`config.mk`:
```
export PLATFORM = sky130hd
export DESIGN_NAME = sar_logic_flat
export DESIGN_NICKNAME = d
export VERILOG_FILES = /design/src/rtl/sar_pkg.sv /design/src/rtl/sar_logic_if.sv /design/src/rtl/sar_logic.sv /design/src/flat_wrapper.sv
export SDC_FILE = /design/constraint.sdc
export NUM_CORES = 1
export LEC_CHECK = 0
export ABC_AREA = 1
export BUFFER_PORTS_ARGS = -buffer_cell sky130_fd_sc_hd__buf_2
export CAP_MARGIN = 15
export CELL_PAD_IN_SITES_DETAIL_PLACEMENT = 1
export CELL_PAD_IN_SITES_GLOBAL_PLACEMENT = 1
export CORE_ASPECT_RATIO = 1.1
export CORE_MARGIN = 8
export CORE_UTILIZATION = 35
export CTS_CLUSTER_SIZE = 14
export DETAILED_ROUTE_END_ITERATION = 6
export PLACE_DENSITY = 0.66
export SETUP_SLACK_MARGIN = 0.15
export SLEW_MARGIN = 15
export SYNTH_ARGS = -nofsm -noshare
export SYNTH_HDL_FRONTEND = slang
export SYNTH_SLANG_ARGS = --single-unit
```
`constraint.sdc`:
```
create_clock -name clk -period 4.7 [get_ports clk]
set_input_delay 0.235 -clock clk [delete_from_list [all_inputs] [get_ports clk]]
set_output_delay 0.235 -clock clk [all_outputs]
set_load 0.05 [all_outputs]
```
`src/rtl/sar_pkg.sv`:
```
// Shared types and constants for the SAR controller: FSM states, per-cap switch codes
// and the mapping from bit index to switched capacitor.
package sar_pkg;

  typedef enum logic [2:0] {
    IDLE,
    SAMPLE,
    COMPARE,
    SETTLE,
    DONE
  } state_e;

  // {h,l} codes for one DAC capacitor bottom plate
  localparam logic [1:0] SW_VREFP = 2'b10;
  localparam logic [1:0] SW_VREFN = 2'b01;
  localparam logic [1:0] SW_VCM   = 2'b00;

  // The decision on bit k (0 = MSB) switches cap k+1.
  function automatic int cap_idx(input int k);
    return k + 1;
  endfunction

endpackage

```
`src/rtl/sar_logic_if.sv`:
```
// Signal bundle between the SAR controller and its comparator, cap DACs and requester.
interface sar_logic_if #(
  parameter int ADC_BITS = 8
);

  logic                  start;
  logic                  comp_valid;
  logic                  comp_out;
  logic                  sample;
  logic                  comp_en;
  logic [1:ADC_BITS-1]   dac_p_h;
  logic [1:ADC_BITS-1]   dac_p_l;
  logic [1:ADC_BITS-1]   dac_n_h;
  logic [1:ADC_BITS-1]   dac_n_l;
  logic [ADC_BITS-1:0]   dout;
  logic                  dout_valid;
  logic                  busy;
  logic                  timeout_err;

  modport master (
    input  start, comp_valid, comp_out,
    output sample, comp_en, dac_p_h, dac_p_l, dac_n_h, dac_n_l,
           dout, dout_valid, busy, timeout_err
  );

  modport slave (
    output start, comp_valid, comp_out,
    input  sample, comp_en, dac_p_h, dac_p_l, dac_n_h, dac_n_l,
           dout, dout_valid, busy, timeout_err
  );

endinterface

```
`src/rtl/sar_logic.sv`:
```
// SAR controller for a monotonic-switching capacitor DAC pair: sample, then resolve one
// bit per comparator decision MSB first, switching one cap to vrefn per decided bit.
//
// state   | meaning
// IDLE    | waiting for start; DACs hold last pattern
// SAMPLE  | sample switch closed for SAMPLE_CYCLES
// COMPARE | comparator enabled, waiting for decision or timeout
// SETTLE  | comparator reset while the DAC settles
// DONE    | one-cycle result presentation
module sar_logic
  import sar_pkg::*;
#(
  parameter int ADC_BITS      = 8,
  parameter int SAMPLE_CYCLES = 2,
  parameter int SETTLE_CYCLES = 1,
  parameter int COMP_TIMEOUT  = 8
) (
  input logic          clk,
  input logic          rst_n,
  sar_logic_if.master  bus
);

  localparam int KW = $clog2(ADC_BITS);
  localparam int TMR_MAX =
      (SAMPLE_CYCLES > SETTLE_CYCLES)
        ? ((SAMPLE_CYCLES > COMP_TIMEOUT) ? SAMPLE_CYCLES : COMP_TIMEOUT)
        : ((SETTLE_CYCLES > COMP_TIMEOUT) ? SETTLE_CYCLES : COMP_TIMEOUT);
  localparam int TW = $clog2(TMR_MAX + 1);

  state_e              state_q, state_d;
  logic [KW-1:0]       k_q, k_d;
  logic [TW-1:0]       tmr_q, tmr_d;
  logic [ADC_BITS-1:0] res_q, res_d;
  logic [ADC_BITS-1:0] dout_q, dout_d;
  logic                terr_q, terr_d;
  logic [1:ADC_BITS-1] dac_p_h_q, dac_p_h_d, dac_p_l_q, dac_p_l_d;
  logic [1:ADC_BITS-1] dac_n_h_q, dac_n_h_d, dac_n_l_q, dac_n_l_d;
  logic                dec_fire, dec_bit;

  always_ff @(posedge clk or negedge rst_n) begin
    if (!rst_n) begin
      state_q   <= IDLE;
      k_q       <= '0;
      tmr_q     <= '0;
      res_q     <= '0;
      dout_q    <= '0;
      terr_q    <= 1'b0;
      dac_p_h_q <= '1;
      dac_p_l_q <= '0;
      dac_n_h_q <= '1;
      dac_n_l_q <= '0;
    end else begin
      state_q   <= state_d;
      k_q       <= k_d;
      tmr_q     <= tmr_d;
      res_q     <= res_d;
      dout_q    <= dout_d;
      terr_q    <= terr_d;
      dac_p_h_q <= dac_p_h_d;
      dac_p_l_q <= dac_p_l_d;
      dac_n_h_q <= dac_n_h_d;
      dac_n_l_q <= dac_n_l_d;
    end
  end

  always_comb begin
    state_d   = state_q;
    k_d       = k_q;
    tmr_d     = tmr_q;
    res_d     = res_q;
    dout_d    = dout_q;
    terr_d    = terr_q;
    dac_p_h_d = dac_p_h_q;
    dac_p_l_d = dac_p_l_q;
    dac_n_h_d = dac_n_h_q;
    dac_n_l_d = dac_n_l_q;
    dec_fire  = 1'b0;
    dec_bit   = 1'b0;

    case (state_q)
      IDLE: begin
        if (bus.start) begin
          state_d   = SAMPLE;
          tmr_d     = TW'(SAMPLE_CYCLES - 1);
          terr_d    = 1'b0;
          dac_p_h_d = '1;
          dac_p_l_d = '0;
          dac_n_h_d = '1;
          dac_n_l_d = '0;
        end
      end
      SAMPLE: begin
        if (tmr_q == '0) begin
          state_d = COMPARE;
          k_d     = '0;
          tmr_d   = TW'(COMP_TIMEOUT - 1);
        end else begin
          tmr_d = tmr_q - TW'(1);
        end
      end
      COMPARE: begin
        if (bus.comp_valid) begin
          dec_fire = 1'b1;
          dec_bit  = bus.comp_out;
        end else if (tmr_q == '0) begin
          // No answer in time: assume the positive side is higher and flag it.
          dec_fire = 1'b1;
          dec_bit  = 1'b1;
          terr_d   = 1'b1;
        end else begin
          tmr_d = tmr_q - TW'(1);
        end
        if (dec_fire) begin
          for (int i = 0; i < ADC_BITS; i++) begin
            if (i == ADC_BITS - 1 - int'(k_q)) res_d[i] = dec_bit;
          end
          if (k_q == KW'(ADC_BITS - 1)) begin
            state_d = DONE;
            dout_d  = res_d;
          end else begin
            for (int i = 1; i < ADC_BITS; i++) begin
              if (i == cap_idx(int'(k_q))) begin
                if (dec_bit) {dac_p_h_d[i], dac_p_l_d[i]} = SW_VREFN;
                else         {dac_n_h_d[i], dac_n_l_d[i]} = SW_VREFN;
              end
            end
            state_d = SETTLE;
            tmr_d   = TW'(SETTLE_CYCLES - 1);
          end
        end
      end
      SETTLE: begin
        if (tmr_q == '0) begin
          state_d = COMPARE;
          k_d     = k_q + KW'(1);
          tmr_d   = TW'(COMP_TIMEOUT - 1);
        end else begin
          tmr_d = tmr_q - TW'(1);
        end
      end
      DONE:    state_d = IDLE;
      default: state_d = IDLE;
    endcase
  end

  assign bus.sample      = (state_q == SAMPLE);
  assign bus.comp_en     = (state_q == COMPARE);
  assign bus.dout_valid  = (state_q == DONE);
  assign bus.busy        = (state_q != IDLE);
  assign bus.dout        = dout_q;
  assign bus.timeout_err = terr_q;
  assign bus.dac_p_h     = dac_p_h_q;
  assign bus.dac_p_l     = dac_p_l_q;
  assign bus.dac_n_h     = dac_n_h_q;
  assign bus.dac_n_l     = dac_n_l_q;

endmodule

```
`src/flat_wrapper.sv`:
```
// flat-port wrapper written by rule: the top's interface ports become plain ports
module sar_logic_flat import sar_pkg::*;
#(
  parameter int ADC_BITS      = 8,
  parameter int SAMPLE_CYCLES = 2,
  parameter int SETTLE_CYCLES = 1,
  parameter int COMP_TIMEOUT  = 8
)
  (clk, rst_n, bus_start, bus_comp_valid, bus_comp_out, bus_sample, bus_comp_en, bus_dac_p_h, bus_dac_p_l, bus_dac_n_h, bus_dac_n_l, bus_dout, bus_dout_valid, bus_busy, bus_timeout_err);
  sar_logic_if #(.ADC_BITS(ADC_BITS)) bus_i ();
  input logic clk;
  input logic rst_n;
  input wire logic [$bits(bus_i.start)-1:0] bus_start;
  input wire logic [$bits(bus_i.comp_valid)-1:0] bus_comp_valid;
  input wire logic [$bits(bus_i.comp_out)-1:0] bus_comp_out;
  output wire logic [$bits(bus_i.sample)-1:0] bus_sample;
  output wire logic [$bits(bus_i.comp_en)-1:0] bus_comp_en;
  output wire logic [$bits(bus_i.dac_p_h)-1:0] bus_dac_p_h;
  output wire logic [$bits(bus_i.dac_p_l)-1:0] bus_dac_p_l;
  output wire logic [$bits(bus_i.dac_n_h)-1:0] bus_dac_n_h;
  output wire logic [$bits(bus_i.dac_n_l)-1:0] bus_dac_n_l;
  output wire logic [$bits(bus_i.dout)-1:0] bus_dout;
  output wire logic [$bits(bus_i.dout_valid)-1:0] bus_dout_valid;
  output wire logic [$bits(bus_i.busy)-1:0] bus_busy;
  output wire logic [$bits(bus_i.timeout_err)-1:0] bus_timeout_err;
  assign bus_i.start = bus_start;
  assign bus_i.comp_valid = bus_comp_valid;
  assign bus_i.comp_out = bus_comp_out;
  assign bus_sample = bus_i.sample;
  assign bus_comp_en = bus_i.comp_en;
  assign bus_dac_p_h = bus_i.dac_p_h;
  assign bus_dac_p_l = bus_i.dac_p_l;
  assign bus_dac_n_h = bus_i.dac_n_h;
  assign bus_dac_n_l = bus_i.dac_n_l;
  assign bus_dout = bus_i.dout;
  assign bus_dout_valid = bus_i.dout_valid;
  assign bus_busy = bus_i.busy;
  assign bus_timeout_err = bus_i.timeout_err;
  sar_logic #(.ADC_BITS(ADC_BITS), .SAMPLE_CYCLES(SAMPLE_CYCLES), .SETTLE_CYCLES(SETTLE_CYCLES), .COMP_TIMEOUT(COMP_TIMEOUT)) u_core (.clk(clk), .rst_n(rst_n), .bus(bus_i));
endmodule
```
==> results_dict.tcl, run 1 <==
set metrics [dict create \
    die_h_um 110 \
    coreArea_um2 7870 \
    syn_area_um2 2810 \
    fin_tns_setup_ns 0 \
    start_util 0.357 \
    post-cts-setup-buffers 0 \
    worstSetupPathType "reg -> reg" \
    fin_cells 496 \
    num_rows 34 \
    route.detailed.drc 0 \
    drv_slew 0 \
    slew_headroom 0.523 \
    cp.required_ns 4.91 \
    hold_class "in -> async" \
    clk_pin_slew_worst_paths_ns 0.11 \
    drive_gt1_frac 0.227 \
    cts_resized 0 \
    period_needed_ns 2.06 \
    ys_seq_elements 55 \
    post-route-period-util 0.439 \
    diodes 0 \
    rsz0062_at_grt "false" \
    post_synth_num_cell_types 26 \
    whs_ns 0.0641 \
    finalHoldViolations 0 \
    grt_pass1_wl_mm 12.3 \
    pwr-share-clk 0.133 \
    fin_nets 404 \
    placedCellCount 488 \
    drt_iter0_markers 58 \
    cts_root_buf "clkbuf_8" \
    crit_arrival_ns 2.28 \
    critPathCaptureType "flop" \
    worst_pin_slew_ns 0.715 \
    ys_warn_count 0 \
    peakVddDrop_uv 390 \
    synthAdderAreaFrac 0.0534 \
    path_cells "ha_1, ha_1, inv_1, nor2_2, nor2_2, nand3_1, nand2_1, nand2_1" \
    cap_violations 0 \
    power_density_nw_per_um2 782 \
    synth.avg_cell_area_um2 8.25 \
    post_drt_via_cell_ratio 4.82 \
    grt_antenna_before_repair 0 \
    clockBufferDepth 2 \
    post-place-ws_ns 2.61 \
    setup_violations 0 \
    synth_largest_area_cell "dfrtp_1" \
    synth.top_cell.area_share 0.365 \
    tritoncts "built" \
    synth-simple-area-share 0.334 \
    combPwrFrac 0.553 \
    fmax_mhz 484 \
    p_sw_frac 0.527 \
    detail-route-antenna-nets 0 \
    htreeDepth 2 \
    grt_usage 0.137 \
    grt_remaining_overflow 0 \
    p_int_mw 1.20 \
    seq_area_frac_synth 0.496 \
    layout_commonest_cell "nand2_1" \
    synth_top_family_by_area "simple AND/OR/NAND/NOR gates" \
    place_congestion 0.804 \
    clock-skew-final_ns 0.00892 \
    cts_hold_buf 0 \
    vias 2390 \
    slowest_delay_ns 0.48 \
    synth_mux_area_frac 0 \
    switching_power_mw 1.34 \
    clkSinkCount 55 \
    cp-start-kind "flop" \
    numCtsBuffers 5 \
    cp_slowest_cell "dfrtp_1" \
    ios 46 \
    synth_area_leaders "dfrtp_1 36%, nand2_1 18%, dfstp_2 13%" \
    critPathMaxFanout 13 \
    finalPower_mw 2.54 \
    die_w_um 101 \
    seq_power_share 0.313 \
    hpwl_mm 5.52 \
    outcome "completed" \
    clk_latency_ns 0.31 \
    synth-xor-area-share 0.00311 \
    synth_compound_area_frac 0.0636 \
    syn_to_final_growth_pct 15.6 \
    synthCells 341 \
    grt_max_degree 56 \
    p_leak_nw 1.76 \
    wire_per_inst_um 14.6 \
    io_buffers 45 \
    layout_common_cells "137 x nand2_1, 45 x buf_2, 41 x dfrtp_1, 28 x nand3_1, 26 x o21ai_0" \
    routed_wl_mm 7.25 \
    first_pass_iters 4 \
    grt_pass1_vias 2565 \
    fin_ws_ns 2.64 \
    syn-num-nets 358 \
    die-area_um2 11200 \
]
worst paths after layout:
kind,from,end,slack [ns],depth (start not counted)
setup / recovery,u_core.k_q[0],u_core.bus.dac_p_l[1],2.64,8
hold / removal,rst_n,u_core.bus.dout[3],0.06,2
setup reg to reg,u_core.k_q[0],u_core.bus.dac_p_l[1],2.64,8
hold reg to reg,u_core.bus.dac_n_h[7],u_core.bus.dac_n_h[7],0.46,2
max in group asynchronous,rst_n,u_core.tmr_q[1],4.17,2
min in group clk,bus_comp_valid,u_core.tmr_q[3],0.31,4
kinds of logic (layout without fill, tap and decap cells):
kind of cell / after synthesis / in the layout
flops: 55 / 55
fa+ha+maj: 12 / 12
buf+inv: 31 / 78
compound gates: 34 / 34
simple gates: 208 / 208
xor+xnor: 1 / 1
state kept, by name, indices dropped and copies added, names as in the netlist, 4 cells and up:
signal and count:
u_core.tmr_q 4, u_core.res_q 8, u_core.bus.dac_p_h 7, u_core.bus.dac_n_l 7, u_core.bus.dac_p_l 7, u_core.bus.dac_n_h 7, u_core.bus.dout 8
per-stage QoR:
| step | instance area (um2) | util |
|---|---|---|
| finish | 3250 | 0.413 |
| global route | 3250 | 0.413 |
| CTS | 3250 | 0.413 |
| detailed placement | 3130 | 0.398 |
| global placement | 3130 | 0.398 |
| floorplan | 2810 | - |
synthesized netlist by cell type:
| master | count |
|---|---|
| nor2_8 | 1 |
| o21ai_0 | 26 |
| o22ai_1 | 1 |
| inv_2 | 3 |
| buf_2 | 2 |
| inv_1 | 21 |
| ha_1 | 12 |
| nor2_2 | 5 |
| nand3_2 | 5 |
| nand2_2 | 4 |
| nand3_4 | 1 |
| nand3_1 | 28 |
| nor2_1 | 13 |
| o211ai_1 | 1 |
| buf_6 | 2 |
| buf_4 | 2 |
| dfstp_2 | 14 |
| nor2_4 | 1 |
| a21boi_0 | 1 |
| nand2_1 | 137 |
| clkbuf_1 | 1 |
| xor2_1 | 1 |
| a22oi_1 | 1 |
| a21oi_1 | 4 |
| dfrtp_1 | 41 |
| nand4_1 | 13 |
power by group through the flow:
stage / combinational, mW / sequential [mW] / clock [mW]
3_3_place_gp: 1.40 / 0.805 / 0
3_5_place_dp: 1.43 / 0.807 / 0
4_1_cts: 1.43 / 0.800 / 0.352
6_report: 1.41 / 0.797 / 0.338
5_1_grt: 1.57 / 0.820 / 0.369
2_1_floorplan: 0.737 / 1.17 / 0
critical path, delay by kind of cell, from the launching register on:
kind,cells,cell delay [ns]
adders and majority gates,2,0.50
DFF,1,0.48
and+or+nand+nor,5,0.86
buffers and inverters,1,0.13
final cells by class:
cell class,instances,area [um2]
fillers,992,4620
flip-flops and latches,55,1390
multi-input cells,255,1280
repair buffers,46,233
well taps,108,135
inverters,24,90.1
clock buffers,6,82.6
clock inverters,2,38.8
layer usage:
| metal | GRT usage | up-vias | wire length [um] |
|---|---|---|---|
| met5 | 0 | - | 0 |
| met4 | 0.0351 | 0 | 64 |
| met3 | 0.0314 | 5 | 335 |
| met2 | 0.233 | 34 | 3480 |
| met1 | 0.171 | 1155 | 3370 |
| li1 | - | 1196 | - |
No activity file was read; power rests on OpenSTA's default activity.
==> run 2, diff against run 1 <==
Clock period 4.7 ns to 2 ns, I/O delays scaled along.
==> run 2 against run 1 <==
Effect of this change:
- clock-buffer cell count unchanged
- largest cell class unchanged
- non-clock buffer count up 13
- critical path depth down 4
- first-iteration DRC count up 14%
- flip-flop and latch count unchanged
- final cell count up 2.6%
- setup slack worse by 2.4 ns
- global-route usage up 1.1 points
- total power up 140%
- die area unchanged
==> results_dict.tcl, run 2 (synthesis results as in run 1) <==
set metrics [dict create \
    grt_usage 0.147 \
    drv_slew 0 \
    period_needed_ns 1.76 \
    io_buffers 45 \
    htreeDepth 2 \
    fin_nets 417 \
    clk_latency_ns 0.31 \
    hpwl_mm 5.80 \
    seq_power_share 0.298 \
    route.detailed.drc 0 \
    clk_pin_slew_worst_paths_ns 0.10 \
    min_path_cells 4 \
    grt_pass1_wl_mm 13.1 \
    slowest_delay_ns 0.39 \
    die-area_um2 11200 \
    switching_power_mw 3.25 \
    syn_to_final_growth_pct 21.6 \
    whs_ns 0.131 \
    ios 46 \
    setup_violations 0 \
    finalHoldViolations 0 \
    first_pass_iters 4 \
    worstSetupPathType "reg -> out" \
    crit_arrival_ns 1.66 \
    wire_per_inst_um 15.0 \
    cap_violations 0 \
    tritoncts "built" \
    power_density_nw_per_um2 1820 \
    num_rows 34 \
    layout_common_cells "133 x nand2_1, 45 x buf_2, 38 x dfrtp_1, 26 x nand3_1, 21 x o21ai_0" \
    clockBufferDepth 2 \
    path_cells "inv_1, nand2_2, nor2_8, buf_2" \
    peakVddDrop_uv 784 \
    critPathMaxFanout 15 \
    fin_tns_setup_ns 0 \
    detail-route-antenna-nets 0 \
    rrSetupSlack_ns 0.27 \
    drt_iter0_markers 66 \
    finalInstanceArea_um2 3420 \
    die_w_um 101 \
    diodes 0 \
    r2r_cells 7 \
    vias 2455 \
    cp.required_ns 1.90 \
    combPwrFrac 0.571 \
    rsz0062_at_grt "true" \
    p_int_mw 2.97 \
    place_congestion 0.806 \
    coreArea_um2 7870 \
    routed_wl_mm 7.63 \
    cts_root_buf "clkbuf_8" \
    fmax_mhz 568 \
    outcome "completed" \
    worst_pin_slew_ns 0.620 \
    slew_headroom 0.587 \
    hold_class "in -> reg" \
    r2r-end "u_core.bus.dac_p_l[2]" \
    hold_end "u_core.tmr_q[0]" \
    min_from "bus_comp_valid" \
    grt_pass1_vias 2729 \
    layout_commonest_cell "nand2_1" \
    cp-start-kind "flop" \
    clock-skew-final_ns 0.00415 \
    drive_gt1_frac 0.279 \
    grt_remaining_overflow 0 \
    start_util 0.357 \
    p_sw_frac 0.523 \
    post_drt_via_cell_ratio 4.82 \
    timing.rr.start "u_core.k_q[1]" \
    cp_slowest_cell "dfrtp_1" \
    post-route-period-util 0.880 \
    critPathCaptureType "output pin" \
    numCtsBuffers 5 \
    die_h_um 110 \
    dpl_cell_area_um2 3210 \
    grt_antenna_before_repair 0 \
    clkSinkCount 55 \
    p_leak_nw 1.83 \
    grt_max_degree 33 \
    pwr-share-clk 0.131 \
]
[run 2: cell types whose count changed in the layout (fill, tap and decap cells not counted), sizes merged]
cell | before | now
buf | 46 | 58
dlygate4sd3 | 0 | 1
[run 2: per-layer routing]
metal	wire length, um	vias up	global-route usage	share of wire
met5	0	-	0	0
met4	104	0	0.0437	0.014
met3	413	11	0.0333	0.054
met2	3670	50	0.250	0.48
met1	3440	1173	0.183	0.45
li1	-	1221	-	-
[run 2: cell type report]
| class | count | area [um2] |
|---|---|---|
| inverters | 24 | 90.1 |
| well taps | 108 | 135 |
| flip-flops and latches | 55 | 1400 |
| clock inverters | 2 | 38.8 |
| clock buffers | 6 | 82.6 |
| repair buffers | 59 | 358 |
| fillers | 969 | 4450 |
| multi-input cells | 255 | 1320 |
[run 2: worst max-delay path by stage]
stage | depth (start not counted) | startpoint | to | slack, ns
after floorplan | 9 | u_core.k_q[0] | u_core.bus.dac_n_l[5] | 0.36
after global placement | 8 | u_core.k_q[0] | u_core.bus.dac_p_l[6] | 0.15
after detailed placement | 8 | u_core.k_q[0] | u_core.bus.dac_p_l[6] | 0.12
after CTS | 8 | u_core.k_q[1] | u_core.bus.dac_p_l[6] | 0.17
after global routing | 8 | u_core.state_q[2] | u_core.bus.dac_n_l[7] | 0.12
final | 4 | u_core.state_q[2] | bus_comp_en | 0.24
[run 2: timing repair]
action                                  4_1_cts  5_1_grt
pin swaps                                     0        1
gates resized for setup                       3       17
hold endpoints to repair                     19        0
hold buffers                                  1        0
buffers inserted                              1        3
endpoints found under the setup margin        9       47
[run 2: worst max-delay path, delay by kind of cell (launching register included)]
kind                   cells  cell delay, ns
buffers and inverters      2            0.53
DFF                        1            0.39
and+or+nand+nor            2            0.42
[run 2: stage by stage]
stage / std cells / setup WS (ns) / power, mW / util
4_1_cts: 506 / 0.169 / 6.21 / 0.427
5_1_grt: 509 / 0.119 / 6.74 / 0.434
2_1_floorplan: 341 / 0.359 / 4.49 / -
6_report: 509 / 0.240 / 6.21 / 0.434
3_5_place_dp: 496 / 0.116 / 5.35 / 0.408
3_3_place_gp: 496 / 0.154 / 5.29 / 0.408
[run 2: power groups by stage]
stage | combinational (mW) | sequential, mW | clock [mW]
6_report | 3.55 | 1.85 | 0.812
4_1_cts | 3.50 | 1.87 | 0.845
5_1_grt | 3.94 | 1.92 | 0.880
2_1_floorplan | 1.73 | 2.76 | 0
3_5_place_dp | 3.45 | 1.90 | 0
3_3_place_gp | 3.41 | 1.88 | 0
